--- src/rtl/pwm_pkg.sv ---
// Shared constants and types for the PWM peripheral.
package pwm_pkg;

    localparam int         PWM_CNT_W        = 8;
    localparam logic [7:0] DUTY_FULL        = 8'hFF;
    localparam int         DEFAULT_PRESCALE = 13;

    typedef logic [PWM_CNT_W-1:0] pwm_cnt_t;

endpackage

--- src/rtl/pwm_timebase.sv ---
// Prescaled 8-bit PWM timebase; wrap_o flags the last clk of each PWM period.
module pwm_timebase
    import pwm_pkg::*;
#(
    parameter int PRESCALE   = DEFAULT_PRESCALE,
    parameter int PRESCALE_W = 16
) (
    input  logic     clk,
    input  logic     rst,
    output pwm_cnt_t pwm_cnt_o,
    output logic     wrap_o
);

    localparam logic [PRESCALE_W-1:0] PRESCALE_LAST = PRESCALE_W'(PRESCALE - 1);

    logic [PRESCALE_W-1:0] prescaler_q, prescaler_d;
    pwm_cnt_t              pwmCnt_q, pwmCnt_d;
    logic                  tick;

    always_comb begin
        tick        = (prescaler_q == PRESCALE_LAST);
        prescaler_d = tick ? '0 : prescaler_q + 1'b1;
        pwmCnt_d    = tick ? pwmCnt_q + 1'b1 : pwmCnt_q;
    end

    always_ff @(posedge clk or posedge rst) begin
        if (rst) begin
            prescaler_q <= '0;
            pwmCnt_q    <= '0;
        end else begin
            prescaler_q <= prescaler_d;
            pwmCnt_q    <= pwmCnt_d;
        end
    end

    assign pwm_cnt_o = pwmCnt_q;
    assign wrap_o    = tick && (pwmCnt_q == pwm_cnt_t'(8'hFF));

endmodule

--- src/rtl/pwm_peripheral.sv ---
// 16-output PWM peripheral: per-pin low / high / shared-PWM select, registered outputs.
// Define PWM_SYNC_UPDATE_EN to defer duty changes to the next period boundary.
module pwm_peripheral
    import pwm_pkg::*;
#(
    parameter int PRESCALE   = DEFAULT_PRESCALE,
    parameter int PRESCALE_W = 16
) (
    input  logic        clk,
    input  logic        rst,
    input  logic [7:0]  en_reg_out_7_0,
    input  logic [7:0]  en_reg_out_15_8,
    input  logic [7:0]  en_reg_pwm_7_0,
    input  logic [7:0]  en_reg_pwm_15_8,
    input  logic [7:0]  pwm_duty_cycle,
    output logic [15:0] out,
    output logic        period_start
);

    pwm_cnt_t    pwmCnt;
    logic        wrap;
    logic [7:0]  dutyActive;
    logic        pwmLevel;
    logic [15:0] enOut, enPwm;
    logic [15:0] outMask_q, outMask_d;
    logic        periodStart_q;

    pwm_timebase #(
        .PRESCALE   (PRESCALE),
        .PRESCALE_W (PRESCALE_W)
    ) u_timebase (
        .clk       (clk),
        .rst       (rst),
        .pwm_cnt_o (pwmCnt),
        .wrap_o    (wrap)
    );

`ifdef PWM_SYNC_UPDATE_EN
    logic [7:0] duty_q, duty_d;

    // Shadow only reloads at the period boundary so every period is regular.
    always_comb begin
        duty_d = wrap ? pwm_duty_cycle : duty_q;
    end

    always_ff @(posedge clk or posedge rst) begin
        if (rst) begin
            duty_q <= '0;
        end else begin
            duty_q <= duty_d;
        end
    end

    assign dutyActive = duty_q;
`else
    assign dutyActive = pwm_duty_cycle;
`endif

    always_comb begin
        enOut     = {en_reg_out_15_8, en_reg_out_7_0};
        enPwm     = {en_reg_pwm_15_8, en_reg_pwm_7_0};
        pwmLevel  = (dutyActive == DUTY_FULL) ? 1'b1 : (pwmCnt < dutyActive);
        outMask_d = enOut & (~enPwm | {16{pwmLevel}});
    end

    always_ff @(posedge clk or posedge rst) begin
        if (rst) begin
            outMask_q     <= '0;
            periodStart_q <= 1'b0;
        end else begin
            outMask_q     <= outMask_d;
            periodStart_q <= wrap;
        end
    end

    assign out          = outMask_q;
    assign period_start = periodStart_q;

endmodule
--- config.mk ---
export PLATFORM = sky130hd
export DESIGN_NAME = pwm_peripheral
export DESIGN_NICKNAME = d
export VERILOG_FILES = /design/src/rtl/pwm_pkg.sv /design/src/rtl/pwm_timebase.sv /design/src/rtl/pwm_peripheral.sv
export SDC_FILE = /design/constraint.sdc
export NUM_CORES = 1
export LEC_CHECK = 0
export CELL_PAD_IN_SITES_DETAIL_PLACEMENT = 0
export CELL_PAD_IN_SITES_GLOBAL_PLACEMENT = 1
export CORE_MARGIN = 2
export CORE_UTILIZATION = 40
export CTS_BUF_LIST = sky130_fd_sc_hd__clkbuf_4 sky130_fd_sc_hd__clkbuf_8
export CTS_CLUSTER_DIAMETER = 50
export CTS_CLUSTER_SIZE = 20
export DETAILED_ROUTE_END_ITERATION = 10
export PLACE_DENSITY = 0.87
export SLEW_MARGIN = 10
export SYNTH_ARGS = -nofsm -noshare
export SYNTH_HDL_FRONTEND = slang
export SYNTH_HIERARCHICAL = 1
export SYNTH_SLANG_ARGS = --single-unit
--- constraint.sdc ---
create_clock -name clk -period 3.9 [get_ports clk]
set_input_delay 0.39 -clock clk [delete_from_list [all_inputs] [get_ports clk]]
set_output_delay 0.39 -clock clk [all_outputs]
set_load 0.05 [all_outputs]
==> flow_metrics.env, run 1 <==
export IMPL_hpwl_mm=2.84
export IMPL_drc=0
export IMPL_antenna_found_initial=0
export IMPL_pin_count=59
export IMPL_critPathCapture="out[3]"
export IMPL_timing_final_max_slew_violations=0
export IMPL_routed_wl_mm=3.71
export IMPL_io_buffers=58
export IMPL_start_kind="input pin"
export IMPL_required_ns=4.10
export IMPL_p_comb_share_pct=13.4
export IMPL_dieArea_um2=5440
export IMPL_yosysMostFrequentCell="dfrtp_1"
export IMPL_post_synth_top_area_cell="dfrtp_1"
export IMPL_design_core_area_um2=4720
export IMPL_finalSetupTns_ns=0
export IMPL_fin_area_um2=2700
export IMPL_cts_resized=0
export IMPL_fillers=406
export IMPL_cts_buffers=5
export IMPL_drtIter0Drc=37
export IMPL_die_x_um=73.8
export IMPL_power_frac_clock_pct=36.7
export IMPL_chipHeight_um=73.8
export IMPL_critPathMaxFanout=16
export IMPL_clk_latency_ns=0.28
export IMPL_endpoint_kind="register"
export IMPL_ctsHoldBuffers=0
export IMPL_hold_viol_final=0
export IMPL_rsz0062_at_grt="false"
export IMPL_p_seq_share_pct=49.8
export IMPL_intPower_mw=0.680
export IMPL_via_count=1326
export IMPL_cts_tree="done"
export IMPL_placed_area_um2=2600
export IMPL_drv_cap=0
export IMPL_start_util_pct=41.2
export IMPL_ys_ff_latch=41
export IMPL_overflow=0
export IMPL_syn_area_per_cell_um2=12.2
export IMPL_r2r_cells=6
export IMPL_clock_skew_ns=0.00514
export IMPL_max_freq_mhz=511
export IMPL_grt_pass1_wl_mm=6.28
export IMPL_max_slew_margin_pct=40.3
export IMPL_clk_path_buf_depth=2
export IMPL_wl_per_cell_um=12.8
export IMPL_grt_usage_pct=15.1
export IMPL_synthTopCellsByCount="dfrtp_1 (41), inv_1 (13), xnor2_1 (13)"
export IMPL_rr_endpoint="out[3]"
export IMPL_clkSinkCount=41
export IMPL_ant_nets=0
export IMPL_outcome="finished clean"
export IMPL_grt_max_degree=25
export IMPL_htree_levels=2
export IMPL_r2r_slack_ns=2.14
export IMPL_p_sw_mw=0.195
export IMPL_synth_top_area_share_pct=52.7
export IMPL_first_global_vias=1349
export IMPL_swShare_pct=22.3
export IMPL_finalCriticalPeriod_ns=1.96
export IMPL_tightest_slew_ns=0.895
export IMPL_hold_path_class="register to register"
export IMPL_ys_top_cells_by_area="dfrtp_1 (53%), ha_1 (6.4%), xnor2_1 (5.8%), a21boi_2 (5.8%), xor2_1 (3.6%)"
export IMPL_post_cts_buffers=0
export IMPL_leakage_nw=1.15
export IMPL_r2r_start="u_timebase/pwm_cnt_o[2]"
export IMPL_crit_start="pwm_duty_cycle[1]"
export IMPL_synth_edf_count=0
export IMPL_row_count=25
export IMPL_synthCells=159
export IMPL_synth_fp_nets=211
export IMPL_critPathArrivalTime_ns=2.15
export IMPL_cts_root_buf="clkbuf_8"
export IMPL_cellPowerDensity_nw_per_um2=324
export IMPL_p_total_mw=0.874
export IMPL_yosys_warnings=6
export IMPL_vias_per_cell=4.57
export IMPL_synth_distinct_cells=30
export IMPL_place_congestion=0.798
export IMPL_synth_top_flop_cell="dfrtp_1"
export IMPL_syn_area_um2=1950
export IMPL_fin_crit_sh_pct=50.2
export IMPL_peakVddDrop_uv=191
export IMPL_drive_above_1_share_pct=12.1
export IMPL_ys_seq_area_share_pct=52.7
export IMPL_synthArstFlopShare_pct=100
export IMPL_area_growth_pct=38.7
export IMPL_dr_pass1_iters=4
export IMPL_cts_reportedPaths_clkPinSlew_ns=0.08
export IMPL_hold_start="u_timebase/prescaler_q[15]"
export IMPL_final_nets=275
export IMPL_diodes=0
export IMPL_setup_viol=0
export IMPL_critPathKind="input pin to register"
## placed cells by master, fill, tap and decap left out, types with 8 or more instances in the layout
cell             count
nor2_1              11
xnor2_1             13
dfrtp_1             41
clkdlybuf4s50_1     58
a21boi_2            10
nand4_1              8
xor2_1               8
inv_1               13
ha_1                10
## worst max-delay path, cell delays in order
cell and delay, ns:
clkdlybuf4s50_1 0.49, inv_1 0.05, ha_1 0.32, a2111oi_4 0.32, o32ai_2 0.13, buf_4 0.22
a21boi_0 0.22
## power by group through the flow
stage / Clock, mW / Combinational, mW / Sequential [mW]
after floorplan: 0 / 0.0223 / 0.476
after global placement: 0 / 0.118 / 0.444
after detailed placement: 0 / 0.119 / 0.444
after CTS: 0.333 / 0.119 / 0.436
after global routing: 0.355 / 0.127 / 0.436
final: 0.321 / 0.117 / 0.436
## worst min path at each step
stage	endpoint	slack (ns)	cells after the start
floorplan	out[0]	0.32	1
global placement	u_timebase/prescaler_q[15]	0.46	1
detailed placement	u_timebase/prescaler_q[15]	0.47	1
CTS	u_timebase/prescaler_q[15]	0.48	1
global route	u_timebase/prescaler_q[15]	0.51	1
finish	u_timebase/prescaler_q[15]	0.48	1
## final cells by class
type                            instances  area, um2  share of cell area [%]
Clock inverter                          2       35.0                    1.30
Clock buffer                            5       68.8                    2.55
Inverter                               13       48.8                    1.81
Tap cell                               67       83.8                    3.10
Timing Repair Buffer                   59        588                    21.8
Multi-Input combinational cell        103        850                    31.5
Sequential cell                        41       1030                    38.0
## cell families after synthesis
| kind of cell | synth area share [%] |
|---|---|
| xor+xnor | 9.45 |
| buf+inv | 3.66 |
| fa+ha+maj | 6.43 |
| compound gates | 12.0 |
| simple gates | 15.2 |
| flops | 52.7 |
| mux | 0.578 |
## layer usage
| metal | share of wire [%] | global-route usage, % |
|---|---|---|
| met3 | 4.4 | 4.25 |
| met2 | 48 | 22.9 |
| met5 | 0 | 0 |
| met4 | 1.2 | 5.45 |
| met1 | 46 | 20.5 |
## per-stage QoR
step	hold WS, ns	util (%)	std cells	worst slack [ns]
after floorplan	0.316	-	159	2.25
after detailed placement	0.472	55.0	283	1.60
after CTS	0.484	57.2	290	1.93
after global placement	0.463	55.0	283	1.69
after global routing	0.506	57.2	290	1.83
final	0.477	57.2	290	1.94
## sequential cells by signal, indices dropped and copies added, names as in the netlist
name / count
out: 16
period_start: 1
u_timebase/prescaler_q: 16
u_timebase/pwm_cnt_o: 8
Power figures use the tool's default switching activity.
==> inputs of run 2 (changes only) <==
--- a/config.mk
+++ b/config.mk
@@ -8,12 +8,12 @@
 export CELL_PAD_IN_SITES_DETAIL_PLACEMENT = 0
 export CELL_PAD_IN_SITES_GLOBAL_PLACEMENT = 1
 export CORE_MARGIN = 2
-export CORE_UTILIZATION = 40
+export CORE_UTILIZATION = 38
 export CTS_BUF_LIST = sky130_fd_sc_hd__clkbuf_4 sky130_fd_sc_hd__clkbuf_8
 export CTS_CLUSTER_DIAMETER = 50
 export CTS_CLUSTER_SIZE = 20
 export DETAILED_ROUTE_END_ITERATION = 10
-export PLACE_DENSITY = 0.87
+export PLACE_DENSITY = 0.83
 export SLEW_MARGIN = 10
 export SYNTH_ARGS = -nofsm -noshare
 export SYNTH_HDL_FRONTEND = slang
==> constraint.sdc (replaced) <==
create_clock -name clk -period 2 [get_ports clk]
set_input_delay 0.2 -clock clk [delete_from_list [all_inputs] [get_ports clk]]
set_output_delay 0.2 -clock clk [all_outputs]
set_load 0.05 [all_outputs]
==> run 2 against run 1 <==
- first-iteration DRC count is 41% higher
- worst setup slack got worse by 1.7 ns
- global-route usage fell by 0.28 points
- non-clock buffer count grew 4
- flip-flop and latch count stayed put
- critical endpoint is now out[11]
- highest routed layer unchanged
==> flow_metrics.env, run 2 (synthesis results as in run 1) <==
export IMPL_drtIter0Drc=52
export IMPL_outcome="finished clean"
export IMPL_utilization_pct=54.5
export IMPL_max_freq_mhz=555
export IMPL_critPathArrivalTime_ns=1.98
export IMPL_grt_max_degree=25
export IMPL_start_kind="register"
export IMPL_diodes=0
export IMPL_first_global_vias=1382
export IMPL_htree_levels=2
export IMPL_cellPowerDensity_nw_per_um2=598
export IMPL_max_slew_margin_pct=58.5
export IMPL_grt_pass1_wl_mm=6.27
export IMPL_io_buffers=58
export IMPL_setup_viol=0
export IMPL_hpwl_mm=3.04
export IMPL_hold_path_class="input pin to asynchronous set/reset pin"
export IMPL_mostFrequentLayoutCells="clkdlybuf4s50_1 (58), dfrtp_1 (41), inv_1 (13), xnor2_1 (13), nor2_1 (11)"
export IMPL_ant_nets=0
export IMPL_drv_cap=0
export IMPL_hold_viol_final=0
export IMPL_hold_slack_ns=0.282
export IMPL_clock_skew_ns=0.00525
export IMPL_finalSetupTns_ns=0
export IMPL_endpoint_kind="register"
export IMPL_overflow=0
export IMPL_design_core_area_um2=5010
export IMPL_tightest_slew_ns=0.621
export IMPL_vias_per_cell=4.60
export IMPL_fillers=448
export IMPL_finalCriticalPeriod_ns=1.80
export IMPL_dieArea_um2=5710
export IMPL_r2r_slack_ns=0.20
export IMPL_mostFrequentLayoutCell="clkdlybuf4s50_1"
export IMPL_critPathKind="register to register"
export IMPL_cts_reportedPaths_clkPinSlew_ns=0.08
export IMPL_clk_path_buf_depth=2
export IMPL_drc=0
export IMPL_cts_tree="done"
export IMPL_timing_final_max_slew_violations=0
export IMPL_post_layout_nonfiller_instances=297
export IMPL_chipHeight_um=75.6
export IMPL_drive_above_1_share_pct=13.7
export IMPL_fin_crit_sh_pct=90.1
export IMPL_post_cts_buffers=0
export IMPL_cts_buffers=5
export IMPL_place_congestion=0.714
export IMPL_multiInputGateArea_um2=861
export IMPL_die_x_um=75.6
export IMPL_row_count=26
export IMPL_peakVddDrop_uv=348
export IMPL_wl_per_cell_um=13.1
export IMPL_cts_root_buf="clkbuf_8"
export IMPL_antenna_found_initial=0
export IMPL_clk_latency_ns=0.29
export IMPL_grt_usage_pct=14.8
export IMPL_pin_count=59
export IMPL_clkSinkCount=41
export IMPL_fin_area_um2=2730
export IMPL_required_ns=2.17
export IMPL_dp_cells=290
export IMPL_leakage_nw=1.17
export IMPL_rsz0062_at_grt="false"
export IMPL_dr_pass1_iters=4
export IMPL_seqCellArea_um2=1030
export IMPL_final_nets=279
export IMPL_routed_wl_mm=3.89
export IMPL_area_growth_pct=40.3
export IMPL_placed_area_um2=2630
export IMPL_start_util_pct=38.9
export IMPL_via_count=1365
export IMPL_critPathMaxFanout=8
[run 2: through the flow]
stage	setup slack, ns	power (mW)
after CTS	0.0625	1.66
after global routing	0.0600	1.71
final	0.199	1.63
after floorplan	0.352	0.971
after global placement	-0.0962	1.10
after detailed placement	-0.180	1.10
[run 2: final timing paths]
check	startpoint	to	cells past startpoint
worst max-delay path	u_timebase/pwm_cnt_o[2]	out[11]	6
worst min-delay path	rst	u_timebase/prescaler_q[14]	3
worst max register to register	u_timebase/pwm_cnt_o[2]	out[11]	6
worst min register to register	u_timebase/prescaler_q[0]	u_timebase/prescaler_q[0]	1
max in group asynchronous	rst	out[1]	2
min in group clk	en_reg_out_7_0[4]	out[4]	2
[run 2: metal layers]
metal	routed length, um	vias up	share of wire (%)	GRT usage [%]
met2	2040	22	52	26.4
met4	43	0	1.1	4.09
met1	1700	658	44	18.0
met5	0	-	0	0
met3	112	5	2.9	3.17
li1	-	680	-	-
[run 2: power breakdown]
group / switching (mW) / internal (mW) / total [mW]
Combinational: 0.114 / 0.121 / 0.235
Clock: 0.262 / 0.287 / 0.549
Sequential: 0.00420 / 0.845 / 0.849
Total: 0.380 / 1.25 / 1.63
[run 2: critical path, cell delays in order, from the launching register on]
cell,delay [ns]
dfrtp_1,0.46
ha_1,0.31
o21a_1,0.10
o22ai_1,0.11
o32ai_4,0.41
buf_4,0.25
a21boi_2,0.07
[run 2: timing repair]
item                       in CTS  in global routing
gates resized for setup         0                  1
hold buffers                    0                  0
setup endpoints to repair       0                  6
[run 2: area by class of cell]
class	count	area share, %
Clock buffer	7	3.30
Inverter	13	1.79
Multi-Input combinational cell	103	31.5
Sequential cell	41	37.6
Tap cell	70	3.21
Timing Repair Buffer	63	22.6
==> edit (config.mk and constraints of run 2) <==
`PRESCALE_W` is set to 16 in 2 places; all go to 12.
--- a/src/rtl/pwm_timebase.sv
+++ b/src/rtl/pwm_timebase.sv
@@ -3,7 +3,7 @@
     import pwm_pkg::*;
 #(
     parameter int PRESCALE   = DEFAULT_PRESCALE,
-    parameter int PRESCALE_W = 16
+    parameter int PRESCALE_W = 12
 ) (
     input  logic     clk,
     input  logic     rst,
--- a/src/rtl/pwm_peripheral.sv
+++ b/src/rtl/pwm_peripheral.sv
@@ -4,7 +4,7 @@
     import pwm_pkg::*;
 #(
     parameter int PRESCALE   = DEFAULT_PRESCALE,
-    parameter int PRESCALE_W = 16
+    parameter int PRESCALE_W = 12
 ) (
     input  logic        clk,
     input  logic        rst,
Check against the original RTL: no difference found for any inputs over 10 cycles, from zero or initial values and one cycle with rst high; that may be too few to reach the edited logic, so the function may still have changed.
==> edit against run 2 <==
  * Cell area down 5.8%
  * Total power up 1.7%
  * Routed wire length down 8.1%
  * Clock power up 20%
  * Critical path depth up 2
  * Setup slack worse by 0.046 ns
  * Synthesized area down 7.5%
  * Sequential cell count down 4
==> edit: results <==
set metrics [dict create \
    period_needed_ns 1.848 \
    clock_area_share_pct 4.669 \
    synth_cell_types 29 \
    multi_input_gates 91 \
    routabilityCongestion 0.8247 \
    syn_inst 143 \
    nFillCells 396 \
    routedLengthMet1_um 1461 \
    critPathLaunch "pwm_duty_cycle[3]" \
    status "complete, no violations" \
    endpoint "out[12]$_DFF_PP0_" \
    peakVddDrop_v 0.0004098 \
    use_met3_pct 7.044 \
    dp_slack_ns -0.1925 \
    buf_share_pct 24.81 \
    crit_path_max_fanout 10 \
    wl_met3_um 338 \
    grt_max_degree 21 \
    yosys-top-cells-area "dfrtp_1, ha_1, a21boi_2, xnor2_1, nand4_1" \
    track_usage_pct 15.30 \
    grt_pass1_vias 1341 \
    multi_input_area_share_pct 30.30 \
    finish.utilization_pct 55.57 \
    dr_wl_met2_um 1755 \
    vias_per_cell 4.875 \
    rr_startpoint "u_timebase/prescaler_q[0]$_DFF_PP0_" \
    synth_common_cells "dfrtp_1, xnor2_1, inv_1" \
    power.density_mw_per_mm2 646.0 \
    worst_hold_slack_ns 0.2721 \
    fin_nets 262 \
    grt_pass1_wl_um 6085 \
    regToRegEndpoint "u_timebase/pwm_cnt_o[1]$_DFFE_PP0N_" \
    seq_area_sq_um 925.9 \
    seq_cell_count 37 \
    switching_share_pct 22.41 \
]
edit: cell types whose count changed after synthesis, moves of 3 or more:
| cell | run 2 | this run |
|---|---|---|
| and3_1 | 1 | 5 |
| dfrtp_1 | 41 | 37 |
| nor2_1 | 11 | 7 |
| xor2_1 | 8 | 4 |
| and2_1 | 3 | 0 |
| nand3_2 | 3 | 0 |
edit: logic make-up (layout without fill, tap and decap cells):
kind of cell	count (synthesis)	after routing	share of synthesized area [%]
XOR/XNOR	17	17	8.687
buffers and inverters	15	83	5.281
AO/OA/AOI/OAI	23	23	12.93
adder cells (fa/ha/maj)	10	10	6.949
multiplexers	1	1	0.6254
flip-flops	37	37	51.42
AND/OR/NAND/NOR	40	40	14.11
edit: power groups by stage:
stage | clock network (mW) | registers (mW) | logic (mW)
floorplan | 0 | 0.845 | 0.0424
global placement | 0 | 0.784 | 0.230
detailed placement | 0 | 0.784 | 0.235
CTS | 0.686 | 0.770 | 0.236
global route | 0.714 | 0.771 | 0.248
finish | 0.660 | 0.770 | 0.232
